### config.mk
export PLATFORM = sky130hd
export DESIGN_NAME = fnd_capture
export DESIGN_NICKNAME = d
export VERILOG_FILES = /design/src/rtl/fnd_capture.sv
export SDC_FILE = /design/constraint.sdc
export NUM_CORES = 1
export LEC_CHECK = 0
export CELL_PAD_IN_SITES_DETAIL_PLACEMENT = 0
export CELL_PAD_IN_SITES_GLOBAL_PLACEMENT = 2
export CORE_MARGIN = 2
export CORE_UTILIZATION = 38
export DETAILED_ROUTE_END_ITERATION = 6
export HOLD_SLACK_MARGIN = 0.15
export MAX_ROUTING_LAYER = met4
export PLACE_DENSITY = 0.94
export SETUP_SLACK_MARGIN = 0.4
export SYNTH_ARGS = -nofsm -noshare
export SYNTH_HDL_FRONTEND = slang
export SYNTH_SLANG_ARGS = --single-unit
### constraint.sdc
create_clock -name i_Clk -period 8.8 [get_ports i_Clk]
set_input_delay 1.76 -clock i_Clk [delete_from_list [all_inputs] [get_ports i_Clk]]
set_output_delay 1.76 -clock i_Clk [all_outputs]
set_load 0.005 [all_outputs]
### src/rtl/fnd_capture.sv
// fnd_capture: receive side of a multiplexed 7-segment display bus.
// Registers the active-low segment lines and the one-hot digit selects, decodes
// each selected pattern back to a numeral, debounces scan glitches with a
// per-digit stability counter and holds the committed value per digit.
// Optional build macro: FND_CAPTURE_HEX_EN adds A..F glyph decoding.
module fnd_capture #(
    parameter int DIGITS     = 4,
    parameter int STABLE_CNT = 3
) (
    input  logic                  i_Clk,
    input  logic                  i_Rst,
    input  logic [6:0]            i_FND,
    input  logic [DIGITS-1:0]     i_Com,
    input  logic                  i_ErrClr,
    output logic [4*DIGITS-1:0]   o_Num,
    output logic [DIGITS-1:0]     o_Valid,
    output logic [DIGITS-1:0]     o_Blank,
    output logic                  o_Err,
    output logic                  o_Update
);

    localparam logic [3:0] STABLE  = 4'(STABLE_CNT);
    localparam logic [6:0] PAT_OFF = 7'b1111111;

    localparam logic [1:0] K_NUM   = 2'd0;
    localparam logic [1:0] K_BLANK = 2'd1;
    localparam logic [1:0] K_INV   = 2'd2;

    // Pattern -> {kind, value}; value is 0 unless kind is a numeral.
    function automatic logic [5:0] decode(input logic [6:0] p);
        case (p)
            7'b1000000: decode = {K_NUM, 4'h0};
            7'b1111001: decode = {K_NUM, 4'h1};
            7'b0100100: decode = {K_NUM, 4'h2};
            7'b0110000: decode = {K_NUM, 4'h3};
            7'b0011001: decode = {K_NUM, 4'h4};
            7'b0010010: decode = {K_NUM, 4'h5};
            7'b0000010: decode = {K_NUM, 4'h6};
            7'b1111000: decode = {K_NUM, 4'h7};
            7'b0000000: decode = {K_NUM, 4'h8};
            7'b0010000: decode = {K_NUM, 4'h9};
`ifdef FND_CAPTURE_HEX_EN
            7'b0001000: decode = {K_NUM, 4'hA};
            7'b0000011: decode = {K_NUM, 4'hB};
            7'b1000110: decode = {K_NUM, 4'hC};
            7'b0100001: decode = {K_NUM, 4'hD};
            7'b0000110: decode = {K_NUM, 4'hE};
            7'b0001110: decode = {K_NUM, 4'hF};
`endif
            PAT_OFF:    decode = {K_BLANK, 4'h0};
            default:    decode = {K_INV, 4'h0};
        endcase
    endfunction

    logic [6:0]          fnd_q, fnd_d;
    logic [DIGITS-1:0]   com_q, com_d;
    logic [6:0]          cand_q [DIGITS];
    logic [6:0]          cand_d [DIGITS];
    logic [3:0]          cnt_q  [DIGITS];
    logic [3:0]          cnt_d  [DIGITS];
    logic [4*DIGITS-1:0] num_q, num_d;
    logic [DIGITS-1:0]   valid_q, valid_d;
    logic [DIGITS-1:0]   blank_q, blank_d;
    logic                err_q, err_d;
    logic                upd_q, upd_d;

    logic                sel_one;
    logic                sel_multi;
    logic [5:0]          dec;
    logic [3:0]          new_val;
    logic                new_vld;
    logic                new_blk;

    // Classify the registered select lines: single digit, multi-hot or idle.
    always_comb begin
        sel_one   = ($countones(com_q) == 1);
        sel_multi = ($countones(com_q) > 1);
        dec       = decode(fnd_q);
    end

    // Stability tracking, commit of debounced digits and sticky error.
    always_comb begin
        fnd_d   = i_FND;
        com_d   = i_Com;
        num_d   = num_q;
        valid_d = valid_q;
        blank_d = blank_q;
        err_d   = err_q;
        upd_d   = 1'b0;
        new_val = 4'h0;
        new_vld = 1'b0;
        new_blk = 1'b0;

        // A clear request loses to any error event in the same cycle.
        if (i_ErrClr) err_d = 1'b0;
        if (sel_multi) err_d = 1'b1;

        for (int k = 0; k < DIGITS; k++) begin
            cand_d[k] = cand_q[k];
            cnt_d[k]  = cnt_q[k];
            if (sel_one && com_q[k]) begin
                if (fnd_q != cand_q[k]) begin
                    cand_d[k] = fnd_q;
                    cnt_d[k]  = 4'd1;
                end else if (cnt_q[k] < STABLE) begin
                    cnt_d[k] = cnt_q[k] + 4'd1;
                end
                // Commit only on the sample that brings the count to the
                // threshold; a digit already settled on this code is left alone.
                if (cnt_d[k] == STABLE &&
                    !(fnd_q == cand_q[k] && cnt_q[k] == STABLE)) begin
                    new_val = (dec[5:4] == K_NUM) ? dec[3:0] : 4'h0;
                    new_vld = (dec[5:4] == K_NUM);
                    new_blk = (dec[5:4] == K_BLANK);
                    if (dec[5:4] == K_INV) err_d = 1'b1;
                    if (new_val != num_q[4*k +: 4] || new_vld != valid_q[k] ||
                        new_blk != blank_q[k]) begin
                        upd_d = 1'b1;
                    end
                    num_d[4*k +: 4] = new_val;
                    valid_d[k]      = new_vld;
                    blank_d[k]      = new_blk;
                end
            end
        end
    end

    // State register; reset discards every candidate and counter mid-scan.
    always_ff @(posedge i_Clk) begin
        if (i_Rst) begin
            fnd_q   <= '0;
            com_q   <= '0;
            num_q   <= '0;
            valid_q <= '0;
            blank_q <= '0;
            err_q   <= 1'b0;
            upd_q   <= 1'b0;
            for (int k = 0; k < DIGITS; k++) begin
                cand_q[k] <= PAT_OFF;
                cnt_q[k]  <= 4'd0;
            end
        end else begin
            fnd_q   <= fnd_d;
            com_q   <= com_d;
            num_q   <= num_d;
            valid_q <= valid_d;
            blank_q <= blank_d;
            err_q   <= err_d;
            upd_q   <= upd_d;
            for (int k = 0; k < DIGITS; k++) begin
                cand_q[k] <= cand_d[k];
                cnt_q[k]  <= cnt_d[k];
            end
        end
    end

    assign o_Num    = num_q;
    assign o_Valid  = valid_q;
    assign o_Blank  = blank_q;
    assign o_Err    = err_q;
    assign o_Update = upd_q;

endmodule

Yosys cells after proc, flatten, opt, wreduce, memory -nomap -nowiden
Memories as Yosys holds them, arrays and structs flattened.
Cells that the tools add are included.
W data, S select, Z words.
{"block": "word_totals", "register_bits": 37, "mem_bits_rw": 44, "out_inout_bits": 26, "wordCells": 172, "n_memories": 2}
{"name": "cand_q", "depth": 4, "word_bits": 7, "rd": 4, "rd_clocked_by_memory_dff": 0, "write_ports": 4, "line": "57", "text": "logic [6:0] cand_q [DIGITS];"}
{"name": "cnt_q", "depth": 4, "word_bits": 4, "rd": 4, "rd_clocked_by_memory_dff": 0, "write_ports": 4, "line": "59", "text": "logic [3:0] cnt_q [DIGITS];"}
{"block": "classes", "addsub": 7, "order_cmp": 5, "eq_ne": 41, "mux": 63, "bitwise_logic": 8, "n_reduce_logical": 30}
{"cell": "$mux W4", "count": 21}
{"cell": "$mux W7", "count": 12}
{"cell": "$pmux W6 S11", "count": 1}
{"cell": "$eq A32 B2 Y1 const B", "count": 1}
{"cell": "$eq A4 B2 Y1 const B", "count": 8}
{"cell": "$mux W1", "count": 29}
{"cell": "$eq A7 B7 Y1", "count": 4}
{"cell": "$eq A7 B7 Y1 const B", "count": 4}
{"cell": "$ne A7 B7 Y1", "count": 4}
{"cell": "$eq A7 B5 Y1 const B", "count": 3}
{"cell": "$add A4 B1 Y4 const B", "count": 4}
{"cell": "$lt A4 B2 Y1 const B", "count": 4}
{"cell": "$ne A4 B4 Y1", "count": 4}
{"cell": "$eq A7 B6 Y1 const B", "count": 2}
{"cell": "$logic_and A1 B1 Y1", "count": 12}
{"cell": "$logic_or A1 B1 Y1", "count": 8}
{"cell": "$ne A1 B1 Y1", "count": 8}
{"cell": "$or A1 B1 Y1", "count": 8}
{"cell": "$reduce_and A2 Y1", "count": 4}
{"cell": "$eq A7 B2 Y1 const B", "count": 1}
{"cell": "$logic_not A7 Y1", "count": 1}
{"cell": "$add A1 B1 Y2", "count": 2}
{"cell": "$logic_not A1 Y1", "count": 4}
{"cell": "$add A2 B2 Y3", "count": 1}
{"cell": "4 further kinds", "count": 4}

Longest topological paths before layout
{"block": "logic_depth", "ltp_word": 19, "ltp_mapped": 14, "mapped_depth_nobuf": 12}

Worst setup path after synthesis
Ideal clock, no wire load.
{"block": "synth_timing", "path_kind": "flip-flop to flip-flop", "from": "register com_q[0]", "to": "register num_q[11], in the netlist o_Num[11]", "setup_time_ns": 0.129, "arrival_ns": 2.898, "required_ns": 8.671, "setup_slack_ns": 5.773, "stages_incl_launch_ff": 15, "n_path_buf": 2, "synth_period_minus_slack_ns": 3.027, "cell_sequence": "dfxtp_1 -> clkbuf_1 -> inv_1 -> fa_1 -> inv_1 -> ha_1 -> inv_1 -> ha_1 -> nor3_2 -> nand2_1 -> nor3_2 -> and3b_1 -> buf_6 -> mux2i_1 -> nor2_1"}
{"block": "synth_via", "elab_chain_len": 5}
{"item": "from (decl)", "line": "56", "text": "logic [DIGITS-1:0] com_q, com_d;"}
{"item": "from (signal assigned)", "line": "144", "text": "com_q <= com_d;"}
{"item": "$add A1 B1 Y2 (implied by the code)", "line": "76", "text": "sel_one = ($countones(com_q) == 1);"}
{"item": "$add A2 B2 Y3 (implied by the code)", "line": "76"}
{"item": "$eq A32 B2 Y1", "line": "76"}
{"item": "$logic_and A1 B1 Y1", "line": "101", "text": "if (sel_one && com_q[k]) begin"}
{"item": "$reduce_and A2 Y1 (no source line)"}
{"item": "to (signal assigned)", "line": "145", "text": "num_q <= num_d;"}
{"item": "to (decl)", "line": "61", "text": "logic [4*DIGITS-1:0] num_q, num_d;"}
Every way passes these cells.
A chain may end at the register's enable or synchronous reset.

Worst setup path in the final report
{"block": "layout_timing", "from": "register com_q[0]", "to": "register upd_q, in the netlist o_Update"}
{"block": "layout_via", "elab_chain_len": 14, "word_cells_on_any_way": 17}
{"item": "$add A1 B1 Y2 (implied by the code)", "line": "76"}
{"item": "$add A2 B2 Y3 (implied by the code)", "line": "76"}
{"item": "$eq A32 B2 Y1", "line": "76"}
{"item": "$logic_and A1 B1 Y1", "line": "101"}
{"item": "$mux W1", "line": "101"}
{"item": "$mux W1", "line": "116", "text": "if (new_val != num_q[4*k +: 4] || new_vld != valid_q[k] ||"}
{"item": "$mux W1", "line": "110", "text": "if (cnt_d[k] == STABLE &&"}
{"item": "$mux W1", "line": "101"}
{"item": "$mux W1", "line": "116"}
{"item": "$mux W1", "line": "110"}
{"item": "$mux W1", "line": "101"}
{"item": "$mux W1", "line": "116"}
{"item": "$mux W1", "line": "110"}
{"item": "$mux W1 *", "line": "101"}
{"item": "to (signal assigned)", "line": "149", "text": "upd_q <= upd_d;"}
{"item": "to (decl)", "line": "65", "text": "logic upd_q, upd_d;"}
Every way passes the cells marked *; elsewhere a longest branch is shown, timed or not.

==> results.md <==
- Synth Cell Area: 3910 µm²
- Input/output buffers: 39
- Max-slew headroom: 44.8%
- # Max-Cap Violations: 0
- M3 GR Usage: 3.71%
- CP endpoint kind: register
- Wirelength per Cell: 14.0 µm
- Core Util, Final: 44.7%
- Cell count after synthesis: 415
- Final HPWL DP: 5.63 mm
- Final Wtd Congestion: 0.792
- # rows: 37
- GR met1 Demand/Resource: 19.2%
- Multi-input gate area: 2070 µm²
- CTS hold repair buffers: 0
- Synth warn: 0
- I/O pin total: 40
- Most Used Layer, Global Route: met2
- Status: finished, final reports clean
- DRT iter0 DRCs: 128
- # clock sinks: 81
- Primary FF master, synth: dfxtp_1
- Mapped Nets: 437
- CTS Buffer Depth: 2
- Vias in the first global route: 2741
- Most frequent cells in the layout: dfxtp_1, nor2_1, clkdlybuf4s50_1
- Yosys reg bits: 81
- Layout cells sized above 1: 7.03%
- Commonest non-fill, non-tap cell in the layout: dfxtp_1
- Cell variety after synth: 48
- HP Class: register to register
- Antenna Nets Post-Route: 0
- PD cells: 178 nW/µm²
- Peak VDD IR: 0.0000751 V
- Total Neg Setup Slack: 0 ns
- Crit path largest cell delay: 0.54 ns
- Critical path, cell by cell: inv_1, fa_1, inv_1, ha_1, inv_1, ha_1, nor3_2, buf_4, nand2_1, nor3_2, and3b_1, o41ai_1, a41oi_2
- First-pass GRT wire length: 13.5 mm
- Fin crit share: 41.2%
- Die H: 105 µm
- Pwr Total: 807 µW
- Post-synth EDFFs: 0
- Initial antenna violation count: 0
- Diodes inserted: 0
- Core area: 10100 µm²
- Clock-pin slew on the worst setup and hold paths: 0.08 ns
- Reg area: 1620 µm²
- Resize count post-CTS: 0
- DR vias: 2871
- Slowest-stage cell, CP: fa_1
- Setup crit start kind: register
- Post-synthesis sequential area ratio: 41.5%
- Starting Density: 38.6%
- Full die area: 11100 µm²
- Final net count: 458
- Post-Route WL: 8.09 mm
- CTS tree: done
- Ys async rst share: 0%
- Clk_lat worst skew: 0.35 ns
- Kind of critical path: register to register
- Congestion Overflow GR: 0
- Area grow syn2layout: 16.0%
- Minimum clock period: 3.62 ns
- Synth Area per Inst: 9.42 µm²
- CTS Buf Count: 9
- Crit-path max FO: 22
- Largest net degree at the start of global routing: 56
- RSZ-0062 raised after global routing: false
- Clk root buf: clkbuf_8
- Die Wd: 105 µm
- Largest delay share family, worst path: simple AND/OR/NAND/NOR gates
- Critical Path RT: 9.07 ns
- Gr usage total: 15.7%
- Vias per cell: 4.98
- Fillers: 982
- DRC: 0
- Crit path top cell by count: inv_1
- Static Leak: 1.79 nW
- Met2 Usage GRT: 25.7%
- Achievable frequency: 276 MHz
- Count of final setup violators: 0
- Layout Skew: 0.00928 ns
- Setup bufs post-CTS: 0
- Slew @ Worst Pin: 0.827 ns
- Max Slew Vio Count: 0
- CTS H-tree lvls: 3
- Crit path DAT: 3.89 ns
- DR pass1 iterations: 4
- Endpoints failing hold: 0
- Critical path buffer and inverter count: 4
-- worst paths after layout --
path	startpoint	to	slack [ns]	cells past startpoint
worst max-delay path	com_q[0]	o_Update	5.18	13
worst min-delay path	cnt_q[0][2]	cnt_q[0][2]	0.46	1
worst max register to register	com_q[0]	o_Update	5.18	13
worst min register to register	cnt_q[0][2]	cnt_q[0][2]	0.46	1
-- per-layer routing --
metal | routed length (µm) | vias to the layer above | share of wire, %
met4 | 101 | 0 | 1.2
met2 | 3860 | 52 | 48
met3 | 301 | 7 | 3.7
met1 | 3830 | 1358 | 47
met5 | 0 | - | 0
li1 | - | 1454 | -
-- cell type report --
class                   count  share of cell area (%)
well taps                 136                    3.75
clock inverters             5                    2.29
inverters                  10                   0.828
repair buffers             41                    8.83
multi-input cells         293                    45.7
clock buffers              11                    2.90
flip-flops and latches     81                    35.8
-- logic make-up (layout without fill, tap and decap cells) --
kind of cell    Yosys count  after routing  share of synthesized area [%]
simple gates            158            158                           21.3
fa+ha+maj                 8              8                           2.75
mux                      34             34                           8.71
buf+inv                  41             67                           5.54
xor+xnor                 53             53                           11.9
flops                    81             81                           41.5
compound gates           40             40                           8.39
-- power by group --
group	switching, mW	internal (mW)
Sequential	0.0198	0.381
Combinational	0.0469	0.0395
Clock	0.132	0.189
-- flip-flops by register name, summed over array words and instances (netlist names) --
| signal | cells |
|---|---|
| com_q | 4 |
| fnd_q | 7 |
| cnt_q | 16 |
| o_Num | 16 |
| o_Valid | 4 |
| o_Update | 1 |
| o_Blank | 4 |
| o_Err | 1 |
| cand_q | 28 |
-- cell usage after synthesis (2+ instances only) --
cell | instances | area [µm²]
ha_1 | 7 | 87.6
nand3_1 | 30 | 150
a211o_1 | 4 | 35.0
dfxtp_1 | 81 | 1620
a21oi_1 | 7 | 35.0
nor3_2 | 4 | 40.0
inv_1 | 9 | 33.8
nor2_1 | 38 | 143
or3_1 | 4 | 25.0
nand4_1 | 4 | 25.0
a211oi_1 | 4 | 30.0
nor4_1 | 2 | 12.5
buf_6 | 4 | 45.0
buf_2 | 8 | 40.0
nor2b_1 | 15 | 93.8
xnor2_1 | 26 | 228
o211ai_1 | 4 | 30.0
mux2i_1 | 34 | 340
nor3_1 | 3 | 15.0
and3_1 | 4 | 25.0
o41ai_1 | 5 | 43.8
nand2_1 | 32 | 120
and2_1 | 8 | 50.1
and4_1 | 2 | 17.5
buf_4 | 6 | 45.0
nor4_2 | 2 | 25.0
xor2_1 | 27 | 236
a31oi_1 | 3 | 18.8
and3b_1 | 5 | 43.8
clkbuf_1 | 13 | 48.8
o21ai_0 | 3 | 15.0
-- through the flow --
stage,cells,setup WS (ns),area [µm²],hold WS [ns]
3_5_place_dp,561,5.21,4300,0.437
2_1_floorplan,415,5.77,3910,0.423
3_3_place_gp,561,5.30,4300,0.436
4_1_cts,577,5.19,4540,0.461
5_1_grt,577,4.87,4540,0.485
6_report,577,5.18,4540,0.457
Note: power is estimated with default switching activity, not from simulation.
